`src/rtl/move_check_dispatcher.sv`:
```
// move_check_dispatcher: initiator side of the piece-checker interface.
// Accepts a move request, pre-screens it against the board, dispatches a
// one-cycle start to the matching piece checker, waits for its done (bounded
// by TIMEOUT_CYCLES) and returns a verdict over a valid/ready handshake.
//
// Ports:
//   clk, reset_n               clock, asynchronous active-low reset
//   req_valid/req_ready        request handshake
//   req_old_*/req_new_*, turn  move coordinates and side to move
//   board_in                   board [y][x] of 4-bit piece codes
//   chk_*                      latched move info and one-hot start to checkers
//   chk_valid_move, chk_done   per-checker verdict and completion
//   resp_valid/resp_ready      response handshake
//   resp_legal, resp_code      verdict and reason code
//
// Optional: define MOVE_STATS_EN to add stat_legal_cnt / stat_reject_cnt,
// saturating 16-bit counters of legal and rejected response handshakes.
module move_check_dispatcher #(
    parameter int unsigned TIMEOUT_CYCLES = 64,
    parameter int unsigned TO_W           = 7,
    localparam int unsigned CW            = 3,
    localparam int unsigned PW            = 4,
    localparam int unsigned NCHK          = 6
) (
    input  logic                       clk,
    input  logic                       reset_n,
    input  logic                       req_valid,
    output logic                       req_ready,
    input  logic [CW-1:0]              req_old_x,
    input  logic [CW-1:0]              req_old_y,
    input  logic [CW-1:0]              req_new_x,
    input  logic [CW-1:0]              req_new_y,
    input  logic                       turn,
    input  logic [7:0][7:0][PW-1:0]    board_in,
    output logic [CW-1:0]              chk_old_x,
    output logic [CW-1:0]              chk_old_y,
    output logic [CW-1:0]              chk_new_x,
    output logic [CW-1:0]              chk_new_y,
    output logic [CW-1:0]              chk_h_delta,
    output logic [CW-1:0]              chk_v_delta,
    output logic [PW-1:0]              chk_piece_type,
    output logic [NCHK-1:0]            chk_start,
    input  logic [NCHK-1:0]            chk_valid_move,
    input  logic [NCHK-1:0]            chk_done,
    output logic                       resp_valid,
    input  logic                       resp_ready,
    output logic                       resp_legal,
    output logic [2:0]                 resp_code
`ifdef MOVE_STATS_EN
    ,
    output logic [15:0]                stat_legal_cnt,
    output logic [15:0]                stat_reject_cnt
`endif
);

    typedef enum logic [2:0] {
        S_IDLE,
        S_PRECHECK,
        S_DISPATCH,
        S_WAIT,
        S_RESP
    } state_t;

    localparam logic [PW-1:0] PC_EMPTY     = 4'd15;
    localparam logic [PW-1:0] PC_FIRST_BAD = 4'd12;
    localparam logic [PW-1:0] PC_BLACK     = 4'd6;

    localparam logic [2:0] CODE_LEGAL     = 3'd0;
    localparam logic [2:0] CODE_NULL      = 3'd1;
    localparam logic [2:0] CODE_EMPTY     = 3'd2;
    localparam logic [2:0] CODE_BAD_PIECE = 3'd3;
    localparam logic [2:0] CODE_WRONG_COL = 3'd4;
    localparam logic [2:0] CODE_OWN_CAP   = 3'd5;
    localparam logic [2:0] CODE_ILLEGAL   = 3'd6;
    localparam logic [2:0] CODE_TIMEOUT   = 3'd7;

    state_t            state_q, state_d;
    logic              turn_q, turn_d;
    logic [2:0]        cls_q, cls_d;
    logic [TO_W-1:0]   to_cnt_q, to_cnt_d;
    logic              req_ready_q, req_ready_d;
    logic [CW-1:0]     old_x_q, old_x_d, old_y_q, old_y_d;
    logic [CW-1:0]     new_x_q, new_x_d, new_y_q, new_y_d;
    logic [CW-1:0]     h_delta_q, h_delta_d, v_delta_q, v_delta_d;
    logic [PW-1:0]     ptype_q, ptype_d;
    logic [NCHK-1:0]   start_q, start_d;
    logic              resp_valid_q, resp_valid_d;
    logic              resp_legal_q, resp_legal_d;
    logic [2:0]        resp_code_q, resp_code_d;

    // Checker index of a valid piece code (code mod 6).
    function automatic logic [2:0] piece_class(input logic [PW-1:0] code);
        return (code >= PC_BLACK) ? 3'(code - PC_BLACK) : code[2:0];
    endfunction

    // Pre-check operands; coordinates are already latched at accept.
    logic [PW-1:0] src, dst;
    logic [CW-1:0] h_abs, v_abs;
    logic          src_col, dst_col;

    assign src     = board_in[old_y_q][old_x_q];
    assign dst     = board_in[new_y_q][new_x_q];
    assign h_abs   = (new_x_q >= old_x_q) ? (new_x_q - old_x_q) : (old_x_q - new_x_q);
    assign v_abs   = (new_y_q >= old_y_q) ? (new_y_q - old_y_q) : (old_y_q - new_y_q);
    assign src_col = (src >= PC_BLACK);
    assign dst_col = (dst >= PC_BLACK);

    // State and output registers.
    always_ff @(posedge clk or negedge reset_n) begin
        if (!reset_n) begin
            state_q      <= S_IDLE;
            turn_q       <= 1'b0;
            cls_q        <= '0;
            to_cnt_q     <= '0;
            req_ready_q  <= 1'b1;
            old_x_q      <= '0;
            old_y_q      <= '0;
            new_x_q      <= '0;
            new_y_q      <= '0;
            h_delta_q    <= '0;
            v_delta_q    <= '0;
            ptype_q      <= '0;
            start_q      <= '0;
            resp_valid_q <= 1'b0;
            resp_legal_q <= 1'b0;
            resp_code_q  <= '0;
        end else begin
            state_q      <= state_d;
            turn_q       <= turn_d;
            cls_q        <= cls_d;
            to_cnt_q     <= to_cnt_d;
            req_ready_q  <= req_ready_d;
            old_x_q      <= old_x_d;
            old_y_q      <= old_y_d;
            new_x_q      <= new_x_d;
            new_y_q      <= new_y_d;
            h_delta_q    <= h_delta_d;
            v_delta_q    <= v_delta_d;
            ptype_q      <= ptype_d;
            start_q      <= start_d;
            resp_valid_q <= resp_valid_d;
            resp_legal_q <= resp_legal_d;
            resp_code_q  <= resp_code_d;
        end
    end

    // Next-state and next-output logic.
    always_comb begin
        state_d      = state_q;
        turn_d       = turn_q;
        cls_d        = cls_q;
        to_cnt_d     = to_cnt_q;
        old_x_d      = old_x_q;
        old_y_d      = old_y_q;
        new_x_d      = new_x_q;
        new_y_d      = new_y_q;
        h_delta_d    = h_delta_q;
        v_delta_d    = v_delta_q;
        ptype_d      = ptype_q;
        start_d      = '0;
        resp_valid_d = resp_valid_q;
        resp_legal_d = resp_legal_q;
        resp_code_d  = resp_code_q;

        case (state_q)
            S_IDLE: begin
                if (req_valid && req_ready_q) begin
                    old_x_d = req_old_x;
                    old_y_d = req_old_y;
                    new_x_d = req_new_x;
                    new_y_d = req_new_y;
                    turn_d  = turn;
                    state_d = S_PRECHECK;
                end
            end
            S_PRECHECK: begin
                ptype_d      = src;
                h_delta_d    = h_abs;
                v_delta_d    = v_abs;
                cls_d        = piece_class(src);
                resp_legal_d = 1'b0;
                resp_valid_d = 1'b1;
                state_d      = S_RESP;
                if (old_x_q == new_x_q && old_y_q == new_y_q) begin
                    resp_code_d = CODE_NULL;
                end else if (src == PC_EMPTY) begin
                    resp_code_d = CODE_EMPTY;
                end else if (src >= PC_FIRST_BAD) begin
                    resp_code_d = CODE_BAD_PIECE;
                end else if (src_col != turn_q) begin
                    resp_code_d = CODE_WRONG_COL;
                end else if (dst != PC_EMPTY && dst_col == turn_q) begin
                    resp_code_d = CODE_OWN_CAP;
                end else begin
                    resp_valid_d = 1'b0;
                    start_d      = NCHK'(1) << piece_class(src);
                    state_d      = S_DISPATCH;
                end
            end
            S_DISPATCH: begin
                to_cnt_d = '0;
                state_d  = S_WAIT;
            end
            S_WAIT: begin
                // Done has priority over a simultaneous timeout expiry.
                if (chk_done[cls_q]) begin
                    resp_legal_d = chk_valid_move[cls_q];
                    resp_code_d  = chk_valid_move[cls_q] ? CODE_LEGAL : CODE_ILLEGAL;
                    resp_valid_d = 1'b1;
                    state_d      = S_RESP;
                end else begin
                    to_cnt_d = to_cnt_q + TO_W'(1);
                    if (to_cnt_d == TO_W'(TIMEOUT_CYCLES - 1)) begin
                        resp_legal_d = 1'b0;
                        resp_code_d  = CODE_TIMEOUT;
                        resp_valid_d = 1'b1;
                        state_d      = S_RESP;
                    end
                end
            end
            S_RESP: begin
                if (resp_ready) begin
                    resp_valid_d = 1'b0;
                    state_d      = S_IDLE;
                end
            end
            default: state_d = S_IDLE;
        endcase

        req_ready_d = (state_d == S_IDLE);
    end

    assign req_ready      = req_ready_q;
    assign chk_old_x      = old_x_q;
    assign chk_old_y      = old_y_q;
    assign chk_new_x      = new_x_q;
    assign chk_new_y      = new_y_q;
    assign chk_h_delta    = h_delta_q;
    assign chk_v_delta    = v_delta_q;
    assign chk_piece_type = ptype_q;
    assign chk_start      = start_q;
    assign resp_valid     = resp_valid_q;
    assign resp_legal     = resp_legal_q;
    assign resp_code      = resp_code_q;

`ifdef MOVE_STATS_EN
    logic [15:0] stat_legal_q, stat_reject_q;

    // Saturating verdict counters, bumped on each response handshake.
    always_ff @(posedge clk or negedge reset_n) begin
        if (!reset_n) begin
            stat_legal_q  <= '0;
            stat_reject_q <= '0;
        end else if (state_q == S_RESP && resp_ready) begin
            if (resp_code_q == CODE_LEGAL) begin
                if (stat_legal_q != 16'hFFFF) stat_legal_q <= stat_legal_q + 16'd1;
            end else begin
                if (stat_reject_q != 16'hFFFF) stat_reject_q <= stat_reject_q + 16'd1;
            end
        end
    end

    assign stat_legal_cnt  = stat_legal_q;
    assign stat_reject_cnt = stat_reject_q;
`endif

endmodule

```
`config.mk`:
```
export PLATFORM = sky130hd
export DESIGN_NAME = move_check_dispatcher
export DESIGN_NICKNAME = d
export VERILOG_FILES = /design/src/rtl/move_check_dispatcher.sv
export SDC_FILE = /design/constraint.sdc
export NUM_CORES = 1
export LEC_CHECK = 0
export CAP_MARGIN = 30
export CORE_ASPECT_RATIO = 0.9
export CORE_MARGIN = 2
export CORE_UTILIZATION = 42
export DETAILED_ROUTE_END_ITERATION = 10
export PLACE_DENSITY_LB_ADDON = 0.1
export SLEW_MARGIN = 20
export SYNTH_ARGS = -nofsm -noshare
export SYNTH_HDL_FRONTEND = slang
export SYNTH_SLANG_ARGS = --single-unit
export TNS_END_PERCENT = 30
```
`constraint.sdc`:
```
create_clock -name clk -period 3.9 [get_ports clk]
set_input_delay 0.975 -clock clk [delete_from_list [all_inputs] [get_ports clk]]
set_output_delay 0.975 -clock clk [all_outputs]
set_load 0.01 [all_outputs]
```
==> results of run 1 <==
layout by cell type, fill, tap and decap left out, types with 5 or more instances in the layout:
master / Yosys / final
a21oi_1: 14 / 14
o21ai_0: 48 / 45
o21ai_1: 2 / 5
o211ai_1: 7 / 7
inv_1: 16 / 14
nor2b_1: 6 / 6
buf_4: 9 / 55
and3_1: 9 / 9
mux2_2: 8 / 8
nand3b_1: 7 / 7
dlymetal6s2s_1: 0 / 16
o22ai_1: 15 / 9
dfrtp_1: 46 / 41
nand2b_1: 7 / 7
inv_2: 3 / 5
ha_1: 11 / 10
mux4_2: 102 / 102
nand3_1: 38 / 37
clkdlybuf4s50_1: 0 / 286
mux2i_1: 20 / 19
dlygate4sd2_1: 0 / 15
a31oi_1: 9 / 8
mux4_1: 5 / 5
nand4_1: 5 / 5
nor2_1: 22 / 22
nand2_1: 89 / 88
clkbuf_16: 0 / 5
flip-flops by register name, indices dropped and copies added (netlist names):
signal and count:
cls_q 3, turn_q 1, chk_old_y 3, chk_h_delta 3, resp_code 3, chk_v_delta 3, to_cnt_q 7, state_q 3
chk_old_x 3, chk_start 6, req_ready 1, resp_legal 1, chk_new_y 3, resp_valid 1, chk_new_x 3, chk_piece_type 3
metal layers:
layer  global-route usage  routed length (um)
met4               0.0892                 801
met5                    0                   0
met3               0.0664                3040
met1                0.428               10800
met2                0.598               14400
report_power, final:
group          switching (uW)  internal [uW]
Combinational            3090           3260
Clock                     183            273
Sequential                566            714
cells by family (layout without fill, tap and decap cells):
| kind of cell | count (synthesis) | in the layout | synth area share |
|---|---|---|---|
| buffers and inverters | 72 | 405 | 0.0557 |
| muxes | 137 | 137 | 0.415 |
| DFF | 47 | 47 | 0.178 |
| other | 0 | 4 | 0 |
| xor gates and xnor gates | 5 | 5 | 0.00663 |
| AOI/OAI and AO/OA | 143 | 143 | 0.148 |
| adders and majority gates | 15 | 15 | 0.0329 |
| and+or+nand+nor | 216 | 216 | 0.164 |
area by class of cell:
class / count / area, um2
multi-input cells: 516 / 5230
inverters: 20 / 75.1
repair buffers: 377 / 3680
well taps: 202 / 253
diodes: 4 / 10.0
fillers: 1184 / 4790
flip-flops and latches: 47 / 1190
clock inverters: 1 / 7.51
clock buffers: 7 / 153
worst max-delay path, stage by stage:
cell and delay [ps]:
clkdlybuf4s50_1 430, mux4_2 510, mux2i_4 210, a211oi_2 100, a22oi_2 230, inv_2 70, ha_4 170, nand3_2 60
a221oi_1 50, o21ai_1 110, o2111a_2 260, o21ai_4 100, o211a_4 180, o21ai_4 230, mux2_4 320
timing repair:
item | CTS | global route
setup endpoints to repair | 13 | 13
gates resized for setup | 30 | 34
pin swaps | 7 | 12
setup buffers | 7 | 3
stage by stage:
| step | setup TNS (ps) | power [uW] | area (um2) |
|---|---|---|---|
| 2_1_floorplan | 0 | 4880 | 6610 |
| 3_3_place_gp | -3880 | 6840 | 10100 |
| 3_5_place_dp | -5450 | 7000 | 10200 |
| 4_1_cts | 0 | 7760 | 10400 |
| 5_1_grt | -6.66 | 8540 | 10600 |
| 6_report | 0 | 8080 | 10600 |
worst min-delay path by stage:
| stage | from | end | slack, ps | depth (start not counted) |
|---|---|---|---|---|
| after floorplan | to_cnt_q[6]$_DFFE_PN0P_ | to_cnt_q[6]$_DFFE_PN0P_ | 490 | 2 |
| final | chk_h_delta[1]$_DFFE_PN0P_ | chk_h_delta[1]$_DFFE_PN0P_ | 490 | 2 |
| after detailed placement | chk_h_delta[1]$_DFFE_PN0P_ | chk_h_delta[1]$_DFFE_PN0P_ | 480 | 2 |
| after global placement | chk_h_delta[1]$_DFFE_PN0P_ | chk_h_delta[1]$_DFFE_PN0P_ | 470 | 2 |
| after global routing | chk_h_delta[1]$_DFFE_PN0P_ | chk_h_delta[1]$_DFFE_PN0P_ | 510 | 2 |
| after CTS | chk_h_delta[1]$_DFFE_PN0P_ | chk_h_delta[1]$_DFFE_PN0P_ | 490 | 2 |
==> results_dict.tcl, run 1 <==
set metrics [dict create \
    setup_viol 0 \
    dp_hpwl_um 23800 \
    synth_top_area_share 0.348 \
    grt_max_degree 32 \
    synth_edf_count 0 \
    syn_area_mm2 0.00661 \
    grt_usage 0.339 \
    whs_ps 492 \
    die_y_um 123 \
    start_kind "primary input" \
    fmax_mhz 261 \
    num_io_pins 319 \
    slew_viol_final 0 \
    synth_top_cell_by_area "mux4_2" \
    clkSlewWorstSetupHoldPaths_ps 60 \
    reg2reg_depth 15 \
    path_max_fanout 4 \
    drive_above_1_share 0.231 \
    setup.worst_path.end_class "flop" \
    worst_r2r_endpoint "resp_code[1]$_DFFE_PN0P_" \
    port_buffers 318 \
    wire_per_inst_um 24.7 \
    gp_congestion 0.975 \
    cp-startpoint "board_in[62]" \
    rows 43 \
    drt-pass1-iter-count 5 \
    final_nets 1267 \
    post-route-period-util 0.984 \
    ys_seq_area_frac 0.178 \
    arrival_ps 4010 \
    vdd_ir_drop_max_mv 0.378 \
    root_buffer "clkbuf_16" \
    worstSetupEndpoint "resp_code[1]$_DFFE_PN0P_" \
    viasPerCell 6.40 \
    dr_total_vias 7510 \
    cts_made_buffers 5 \
    clock_skew_ps 5.27 \
    yosys-top-cells-count "mux4_2, nand2_1, o21ai_0" \
    synth_cells 635 \
    period_needed_ps 3840 \
    relSlewSlack 0.500 \
    crit_type "in2reg" \
    dieArea_mm2 0.0168 \
    r2r-start "chk_old_y[0]$_DFFE_PN0P_" \
    status "finished, final reports clean" \
    htreeDepth 2 \
    ys.flop_type "dfrtp_1" \
    pre_cts_ws_ps -510 \
    grt-ovfl-total 0 \
    async_flop_share 1.00 \
    cap_viol_max_count 0 \
    yosys_warnings 0 \
    cts.sinks 47 \
    postSynthAreaPerCell_um2 10.4 \
    grt_pass1_wl_um 42900 \
    tightest_slew_ps 749 \
    synth_seq_cells 47 \
    post-place-cells 1152 \
    drc 0 \
    static-leakage-power_uw 0.00411 \
    grt_pass1_vias 7609 \
    p_per_area_mw_per_mm2 762 \
    yosys.cell_types.count 75 \
    yosysMostFrequentCell "mux4_2" \
    drt_first_iter_violations 776 \
    ant_nets 0 \
    core_mm2 0.0154 \
    fin_util 0.689 \
    holdCritPathClass "reg2reg" \
    reg2reg_slack_ps 210 \
    final_hold_viol_count 0 \
    initial_core_util 0.429 \
    postCtsHoldBufs 0 \
    die_x_um 136 \
    required_ps 4070 \
    area_growth_syn_to_layout_pct 60.4 \
    wirelength_um 29000 \
    setup_ws_ps 62.7 \
    fin_cells 1174 \
    synth_area_leaders "mux4_2, dfrtp_1, nand2_1, o21ai_0, mux2i_1" \
    antenna_found_initial 4 \
    tritoncts "done" \
    clk_path_buf_depth 2 \
    worstSkewPairLatency_ps 290 \
    syn_nets 935 \
]
(Power assumes the default switching activity.)
==> inputs of run 2 (changes only) <==
--- a/config.mk
+++ b/config.mk
@@ -9,8 +9,10 @@
 export CORE_ASPECT_RATIO = 0.9
 export CORE_MARGIN = 2
 export CORE_UTILIZATION = 42
+export CTS_CLUSTER_DIAMETER = 150
 export DETAILED_ROUTE_END_ITERATION = 10
-export PLACE_DENSITY_LB_ADDON = 0.1
+export HOLD_SLACK_MARGIN = 0.05
+export PLACE_DENSITY = 0.82
 export SLEW_MARGIN = 20
 export SYNTH_ARGS = -nofsm -noshare
 export SYNTH_HDL_FRONTEND = slang
==> results_dict.tcl, run 2 (synthesis results as in run 1) <==
set metrics [dict create \
    status "finished, final reports clean" \
    grt_pass1_wl_um 43100 \
    wire_per_inst_um 24.5 \
    slowest_stage "mux4_2" \
    worst_path_most_repeated_cell "o21ai_4" \
    worstSkewPairLatency_ps 290 \
    rows 43 \
    fill_cells 1220 \
    initial_core_util 0.429 \
    reg2reg_slack_ps 180 \
    setup.worst_path.end_class "flop" \
    layout_commonest_cell "clkdlybuf4s50_1" \
    top_register "to_cnt_q" \
    drt_first_iter_violations 631 \
    period_needed_ps 3860 \
    cp.depth 15 \
    clk_path_buf_depth 2 \
    holdCritPathClass "reg2reg" \
    path_max_fanout 4 \
    crit_type "in2reg" \
    r2r-start "chk_old_x[0]$_DFFE_PN0P_" \
    start_kind "primary input" \
    static-leakage-power_uw 0.00404 \
    drt-pass1-iter-count 5 \
    final_cell_mix "clkdlybuf4s50_1, mux4_2, nand2_1, buf_4, o21ai_0" \
    gp_congestion 0.965 \
    arrival_ps 4040 \
    combPwrFrac 0.789 \
    ant_nets 0 \
    post-route-period-util 0.991 \
    final_nets 1265 \
    clkSlewWorstSetupHoldPaths_ps 70 \
    p_per_area_mw_per_mm2 765 \
    dr_total_vias 7381 \
    dp_hpwl_um 23300 \
    slew_viol_final 0 \
    whs_ps 487 \
    viasPerCell 6.29 \
    switchingPower_uw 3850 \
    htreeDepth 2 \
    cts.sinks 47 \
    num_io_pins 319 \
    p_int_uw 4220 \
    port_buffers 318 \
    wirelength_um 28800 \
    cap_viol_max_count 0 \
    clock_skew_ps 3.98 \
    relSlewSlack 0.478 \
    drc 0 \
    drive_above_1_share 0.230 \
    setup_viol 0 \
    worstSetupEndpoint "resp_code[1]$_DFFE_PN0P_" \
    setup_ws_ps 35.8 \
    largest_register_ffs 7 \
    reg2reg_depth 16 \
    required_ps 4080 \
    seqPwrFrac 0.156 \
    area_growth_syn_to_layout_pct 59.7 \
    cp-startpoint "board_in[206]" \
    cts_made_buffers 5 \
    whs_path_depth 2 \
    tritoncts "done" \
    pre_cts_ws_ps -421 \
    cp_num_buf_inv 2 \
    dieArea_mm2 0.0168 \
    die_y_um 123 \
    crit_chain "clkdlybuf4s50_1 > mux4_2 > mux2i_2 > a221oi_2 > a22oi_2 > inv_2 > ha_4 > nand3_1 > a221oi_1 > o21ai_1 > o2111a_2 > o21ai_4 > o211a_4 > o21ai_4 > mux2_4" \
    grt_max_degree 33 \
    p_clk_frac 0.055 \
    crit_family "compound AO/OA/AOI/OAI gates" \
    fmax_mhz 259 \
    grt_usage 0.342 \
    netSwitchingFraction 0.477 \
    die_x_um 136 \
    vdd_ir_drop_max_mv 0.472 \
    antenna_found_initial 5 \
    root_buffer "clkbuf_16" \
    core_mm2 0.0154 \
    grt_pass1_vias 7614 \
    worst_r2r_endpoint "resp_code[1]$_DFFE_PN0P_" \
    grt-ovfl-total 0 \
    postCtsHoldBufs 0 \
    critical_path.max_stage_delay_ps 500 \
    final_hold_viol_count 0 \
    tightest_slew_ps 783 \
]
run 2: changes by cell type in the layout (fill, tap and decap cells not counted), moves of 3 or more:
cell | before | now
nor4_1 | 4 | 1
clkdlybuf4s50_1 | 286 | 303
dlygate4sd2_1 | 15 | 0
o22ai_1 | 9 | 12
nor4_2 | 1 | 4
run 2: worst min-delay path, delay by kind of cell (launching register included):
family / cells / cell delay, ps
and+or+nand+nor: 1 / 50
DFF: 1 / 350
AOI/OAI and AO/OA: 1 / 60
run 2: power by group through the flow:
stage | clock [uW] | sequential (uW) | combinational, uW
CTS | 449 | 1250 | 5970
detailed placement | 0 | 1250 | 5680
floorplan | 0 | 942 | 3930
global placement | 0 | 1230 | 5580
finish | 446 | 1260 | 6370
global route | 465 | 1300 | 6810
run 2: final cells by class:
type / instances / area [um2] / area share
tap: 202 / 253 / 0.0240
antenna: 5 / 12.5 / 0.00119
clock buffer: 6 / 139 / 0.0132
inverter: 20 / 75.1 / 0.00711
multi-input combinational: 516 / 5210 / 0.494
timing repair buffer: 375 / 3660 / 0.347
sequential: 47 / 1190 / 0.113
clock inverter: 2 / 16.3 / 0.00154
run 2: metal layers:
layer	GRT usage	routed length, um	up-vias
li1	-	-	3227
met1	0.438	10700	3590
met2	0.578	14000	491
met3	0.0742	3030	73
met4	0.118	1050	0
met5	0	0	-
run 2: through the flow:
stage | cell area [um2] | setup TNS [ps] | std cells | util | total power (uW)
floorplan | 6610 | 0 | 635 | - | 4880
global placement | 10100 | -3480 | 1148 | 0.656 | 6820
detailed placement | 10100 | -4880 | 1149 | 0.657 | 6920
CTS | 10400 | 0 | 1167 | 0.675 | 7670
global route | 10600 | -118 | 1173 | 0.686 | 8570
finish | 10600 | 0 | 1173 | 0.686 | 8070
run 2: timing repair:
action,4_1_cts,5_1_grt
hold endpoints to repair,0,0
pin swaps,2,12
resized for setup,6,39
setup buffers,10,1
endpoints found under the setup margin,11,14
run 2: how the worst min path moves through the flow:
| stage | from | to | slack (ps) |
|---|---|---|---|
| after global routing | chk_v_delta[1]$_DFFE_PN0P_ | chk_v_delta[1]$_DFFE_PN0P_ | 520 |
| after global placement | chk_v_delta[1]$_DFFE_PN0P_ | chk_v_delta[1]$_DFFE_PN0P_ | 460 |
| final | chk_piece_type[1]$_DFFE_PN0P_ | chk_piece_type[1]$_DFFE_PN0P_ | 490 |
| after floorplan | to_cnt_q[6]$_DFFE_PN0P_ | to_cnt_q[6]$_DFFE_PN0P_ | 490 |
| after CTS | chk_v_delta[1]$_DFFE_PN0P_ | chk_v_delta[1]$_DFFE_PN0P_ | 480 |
| after detailed placement | chk_v_delta[1]$_DFFE_PN0P_ | chk_v_delta[1]$_DFFE_PN0P_ | 470 |
